--- config.mk ---
export PLATFORM = sky130hd
export DESIGN_NAME = ps2_key_decoder
export DESIGN_NICKNAME = d
export VERILOG_FILES = /design/src/rtl/ps2_key_decoder.sv
export SDC_FILE = /design/constraint.sdc
export NUM_CORES = 1
export LEC_CHECK = 0
export BUFFER_PORTS_ARGS = -buffer_cell sky130_fd_sc_hd__buf_2
export CAP_MARGIN = 20
export CELL_PAD_IN_SITES_DETAIL_PLACEMENT = 0
export CELL_PAD_IN_SITES_GLOBAL_PLACEMENT = 1
export CORE_ASPECT_RATIO = 1.25
export CORE_MARGIN = 2
export CORE_UTILIZATION = 45
export DETAILED_ROUTE_END_ITERATION = 16
export GPL_ROUTABILITY_DRIVEN = 0
export PLACE_DENSITY_LB_ADDON = 0.1
export SLEW_MARGIN = 20
export SYNTH_ARGS = -nofsm -noshare
export SYNTH_HDL_FRONTEND = slang
export SYNTH_SLANG_ARGS = --single-unit
--- constraint.sdc ---
create_clock -name clk -period 7 [get_ports clk]
set_input_delay 1.05 -clock clk [delete_from_list [all_inputs] [get_ports clk]]
set_output_delay 1.05 -clock clk [all_outputs]
set_load 0.01 [all_outputs]
--- src/rtl/ps2_key_decoder.sv ---
// Turns PS/2 make/break activity into Life-game user commands: cursor moves,
// cell toggle, run/pause, single step, clear and speed selection.
module ps2_key_decoder #(
    parameter int GRID_W     = 32,
    parameter int GRID_H     = 32,
    parameter int XW         = 5,
    parameter int YW         = 5,
    parameter int SPEED_INIT = 3
) (
    input  logic          clk,
    input  logic          rst,
    input  logic [7:0]    ps2_byte,
    input  logic          ps2_state,
    output logic [XW-1:0] cursor_x,
    output logic [YW-1:0] cursor_y,
    output logic          running,
    output logic [2:0]    speed,
    output logic          toggle_pulse,
    output logic          step_pulse,
    output logic          clear_pulse
);

    typedef enum logic {
        PFX_NONE = 1'b0,
        PFX_EXT  = 1'b1
    } prefix_state_t;

    localparam logic [XW-1:0] X_MAX = XW'(GRID_W - 1);
    localparam logic [YW-1:0] Y_MAX = YW'(GRID_H - 1);

    prefix_state_t prefix_state, prefix_next;
    logic          ext;

    logic       s1_state, s2_state;
    logic [7:0] s1_byte, s2_byte;
    logic       evt, make, brk;

    logic [XW-1:0] cursor_x_next;
    logic [YW-1:0] cursor_y_next;
    logic          running_next;
    logic [2:0]    speed_next;
    logic          toggle_next, step_next, clear_next;

    // Any change of the sampled {state, byte} is an event, so typematic repeats are ignored.
    assign evt  = ({s1_state, s1_byte} != {s2_state, s2_byte});
    assign make = evt & s1_state;
    assign brk  = evt & ~s1_state;

    always_ff @(posedge clk) begin
        if (rst) begin
            s1_state <= 1'b0;
            s1_byte  <= 8'h00;
            s2_state <= 1'b0;
            s2_byte  <= 8'h00;
        end else begin
            s1_state <= ps2_state;
            s1_byte  <= ps2_byte;
            s2_state <= s1_state;
            s2_byte  <= s1_byte;
        end
    end

    always_ff @(posedge clk) begin
        if (rst) begin
            prefix_state <= PFX_NONE;
        end else begin
            prefix_state <= prefix_next;
        end
    end

    // E0 arms the extended prefix; any break or any other make disarms it.
    always_comb begin
        prefix_next = prefix_state;
        if (make) begin
            prefix_next = (s1_byte == 8'hE0) ? PFX_EXT : PFX_NONE;
        end else if (brk) begin
            prefix_next = PFX_NONE;
        end
    end

    always_comb begin
        ext = (prefix_state == PFX_EXT);
    end

    always_comb begin
        cursor_x_next = cursor_x;
        cursor_y_next = cursor_y;
        running_next  = running;
        speed_next    = speed;
        toggle_next   = 1'b0;
        step_next     = 1'b0;
        clear_next    = 1'b0;
        if (make && (s1_byte != 8'hE0)) begin
            case (s1_byte)
                8'h75, 8'h1D: cursor_y_next = (cursor_y == '0)    ? Y_MAX : cursor_y - 1'b1;
                8'h72, 8'h1B: cursor_y_next = (cursor_y == Y_MAX) ? '0    : cursor_y + 1'b1;
                8'h6B, 8'h1C: cursor_x_next = (cursor_x == '0)    ? X_MAX : cursor_x - 1'b1;
                8'h74, 8'h23: cursor_x_next = (cursor_x == X_MAX) ? '0    : cursor_x + 1'b1;
                8'h5A: running_next = ~running;
                8'h29: toggle_next = ~ext;
                8'h31: step_next = ~ext & ~running;
                8'h21: begin
                    if (!ext) begin
                        clear_next   = 1'b1;
                        running_next = 1'b0;
                    end
                end
                8'h55: begin
                    if (!ext && (speed != 3'd7)) speed_next = speed + 3'd1;
                end
                8'h4E: begin
                    if (!ext && (speed != 3'd0)) speed_next = speed - 3'd1;
                end
                default: ;
            endcase
        end
    end

    always_ff @(posedge clk) begin
        if (rst) begin
            cursor_x     <= '0;
            cursor_y     <= '0;
            running      <= 1'b0;
            speed        <= 3'(SPEED_INIT);
            toggle_pulse <= 1'b0;
            step_pulse   <= 1'b0;
            clear_pulse  <= 1'b0;
        end else begin
            cursor_x     <= cursor_x_next;
            cursor_y     <= cursor_y_next;
            running      <= running_next;
            speed        <= speed_next;
            toggle_pulse <= toggle_next;
            step_pulse   <= step_next;
            clear_pulse  <= clear_next;
        end
    end

endmodule

==> impl_metrics.tcl <==
set metrics [dict create \
    placed_area_sq_um 2230 \
    ys_async_sr_fraction_pct 0 \
    max_slew_margin_pct 56.6 \
    antenna_found_initial 0 \
    p_clk_share_pct 38.5 \
    core_area_sq_um 4460 \
    cpMaxStageDelayCell "dfxtp_1" \
    synth_cell_type_count 62 \
    min_period_ns 2.42 \
    fillers 497 \
    synth_xor_area_share_pct 5.82 \
    cp_slowest_stage_delay_ns 0.59 \
    netlist_instances 234 \
    start_kind "register" \
    cts_tree "built" \
    start_util_pct 47.2 \
    status "finished, final reports clean" \
    tightest_slew_ns 0.643 \
    dieArea_sq_um 5250 \
    clk_latency_ns 0.28 \
    drive_gt1_share_pct 19.0 \
    viasPerCell 5.84 \
    p_int_mw 0.312 \
    first_global_vias 1676 \
    grt_pass1_wl_um 7910 \
    ios 28 \
    path_cells "nand3b_1 -> or3_1 -> fa_1 -> xnor2_1 -> or4_1 -> a21oi_1" \
    ys_seq_area_share_pct 34.2 \
    clockBufferDepth 2 \
    power.total_mw 0.411 \
    final_cells 311 \
    yosys-top-cells-area "dfxtp_1, nor2b_1, xor2_1" \
    fin_util_pct 52.1 \
    dp.cells 304 \
    fmax_mhz 414 \
    endpoint "speed[2]" \
    rows 27 \
    syn_nets 252 \
    whs_ns 0.470 \
    yosys.area_share.simple_pct 29.2 \
    synth-seq-cells 36 \
    path_max_fanout 15 \
    critPathLaunch "s1_byte[3]" \
    p_sw_share_pct 24.1 \
    syn2layout_area_growth_pct 10.3 \
    fin_area_sq_um 2320 \
    setup_viol_count_final 0 \
    cts-buffers-inserted 5 \
    synth_edf_count 0 \
    end_kind "register" \
    irDropWorstVdd_uv 121 \
    drv_cap 0 \
    synth-compound-area-share_pct 19.3 \
    cts_sinks 36 \
    nets 271 \
    rsz0062_at_grt "no" \
    powerDensity_nw_per_um2 177 \
    yosys_warnings 0 \
    hold_viol 0 \
    r2r_end "speed[2]" \
    routedWlPerCell_um 14.8 \
    fp.dieH_um 80.5 \
    regToRegSetupSlack_ns 4.58 \
    fin_ws_ns 4.58 \
    drtAntennaViolNets 0 \
    die_x_um 65.2 \
    drc 0 \
    tns_ns 0 \
    rr_worst_depth 6 \
    clkTransAtPathRegs_ns 0.07 \
    p_comb_share_pct 8.1 \
    synthMuxAreaShare_pct 1.01 \
    n_antenna_cell 0 \
    synth_fa_ha_area_share_pct 4.52 \
    cts_resized 0 \
    cts-root-buf "clkbuf_8" \
    synth_top_family_by_area "simple AND/OR/NAND/NOR gates" \
    synth_top_area_cell "dfxtp_1" \
    leakage_nw 0.932 \
    min_path_type "register to register" \
    place_ws_ns 4.58 \
    via_count 1817 \
    r2r_start "s1_byte[3]" \
    dp.final_hpwl_um 3250 \
    netlist.area_leader.share_pct 34.2 \
    drt-initial-drc-count 107 \
    grt-ovfl-total 0 \
    drv_slew 0 \
    seqPwrFrac_pct 53.4 \
    syn-cell-area_sq_um 2110 \
    wl_um 4590 \
    first_pass_iters 4 \
    grt_max_degree 36 \
    multi_input_area_sq_um 1260 \
    power_switching_mw 0.0990 \
    ff_latch_area_sq_um 721 \
    avgSynthCellArea_sq_um 9.00 \
    fin_crit_sh_pct 34.5 \
    worstPathArrival_ns 2.63 \
    required_ns 7.22 \
    clock_skew_ns 0.00655 \
    port_buffers 27 \
    critPathKind "register to register" \
    htree_levels 2 \
    grt_util_all_layers_pct 19.3 \
    post-cts-setup-buffers 0 \
    ctsHoldBuffers 0 \
    synthFlopType "dfxtp_1" \
]
-- cell usage after synthesis (3+ instances only) --
master / number
a21oi_1: 9
o21a_1: 3
nor4b_1: 3
nor2b_1: 20
inv_1: 8
or3_1: 3
nor2_1: 8
ha_1: 6
buf_6: 3
nand2_1: 12
o21ai_1: 3
nand3_1: 10
nand3b_1: 3
nor4_1: 6
o21ai_0: 8
nor3_1: 7
clkbuf_1: 5
xor2_1: 12
buf_2: 7
a31oi_1: 3
dfxtp_1: 36
nand4b_1: 4
-- layout by cell type (no fill, tap or decap), types with 4 or more instances in the layout --
cell       n
nor3_1     7
nand3_1   10
o21ai_0    8
dfxtp_1   36
clkbuf_8   7
nor4_1     6
nand2_1   12
a21oi_1    9
nand4b_1   4
nor2b_1   20
xor2_1    12
inv_1      8
buf_2     27
nor2_1     8
ha_1       6
-- layout make-up --
class                      instances  share of cell area [%]
clock buffer                       7                    4.15
inverter                           8                    1.29
tap                               58                    3.12
multi-input combinational        174                    54.3
sequential                        36                    31.0
timing repair buffer              28                    6.14
-- logic make-up (layout without fill, tap and decap cells) --
logic type,after synthesis,after routing
and+or+nand+nor,97,97
AOI/OAI and AO/OA,54,54
DFF,36,36
buffers and inverters,24,43
xor gates and xnor gates,14,14
adders and majority gates,7,7
muxes,2,2
-- sequential cells by signal, indices dropped and copies added, names as in the netlist, 3 cells and up --
| signal | flops |
|---|---|
| s1_byte | 8 |
| s2_byte | 8 |
| cursor_x | 5 |
| cursor_y | 5 |
| speed | 3 |
-- routing by layer --
metal  routed length (um)  vias up  track usage, %
met4                   59        0            6.67
met2                 2260       51            33.5
met3                  245        4            3.78
met1                 2030      866            23.6
met5                    0        -               0
li1                     -      896               -
-- critical path: cells and delay by family (launching register included) --
family / cells / cell delay, ns
and+or+nand+nor: 3 / 1.08
DFF: 1 / 0.59
adders and majority gates: 1 / 0.40
xor gates and xnor gates: 1 / 0.16
AOI/OAI and AO/OA: 1 / 0.14
-- worst min path at each step --
stage	start	endpoint	slack, ns	cells past startpoint
floorplan	ext	ext	0.46	2
global placement	running	step_pulse	0.48	1
detailed placement	running	step_pulse	0.47	1
CTS	running	step_pulse	0.48	1
global route	running	step_pulse	0.51	1
finish	running	step_pulse	0.47	1
-- power groups by stage --
stage	logic (mW)	clock network, mW	registers [mW]
final	0.0334	0.158	0.219
after global routing	0.0373	0.176	0.220
after CTS	0.0337	0.164	0.219
after detailed placement	0.0336	0	0.224
after global placement	0.0336	0	0.224
after floorplan	0.0330	0	0.217
No activity file was read; power rests on OpenSTA's default activity.
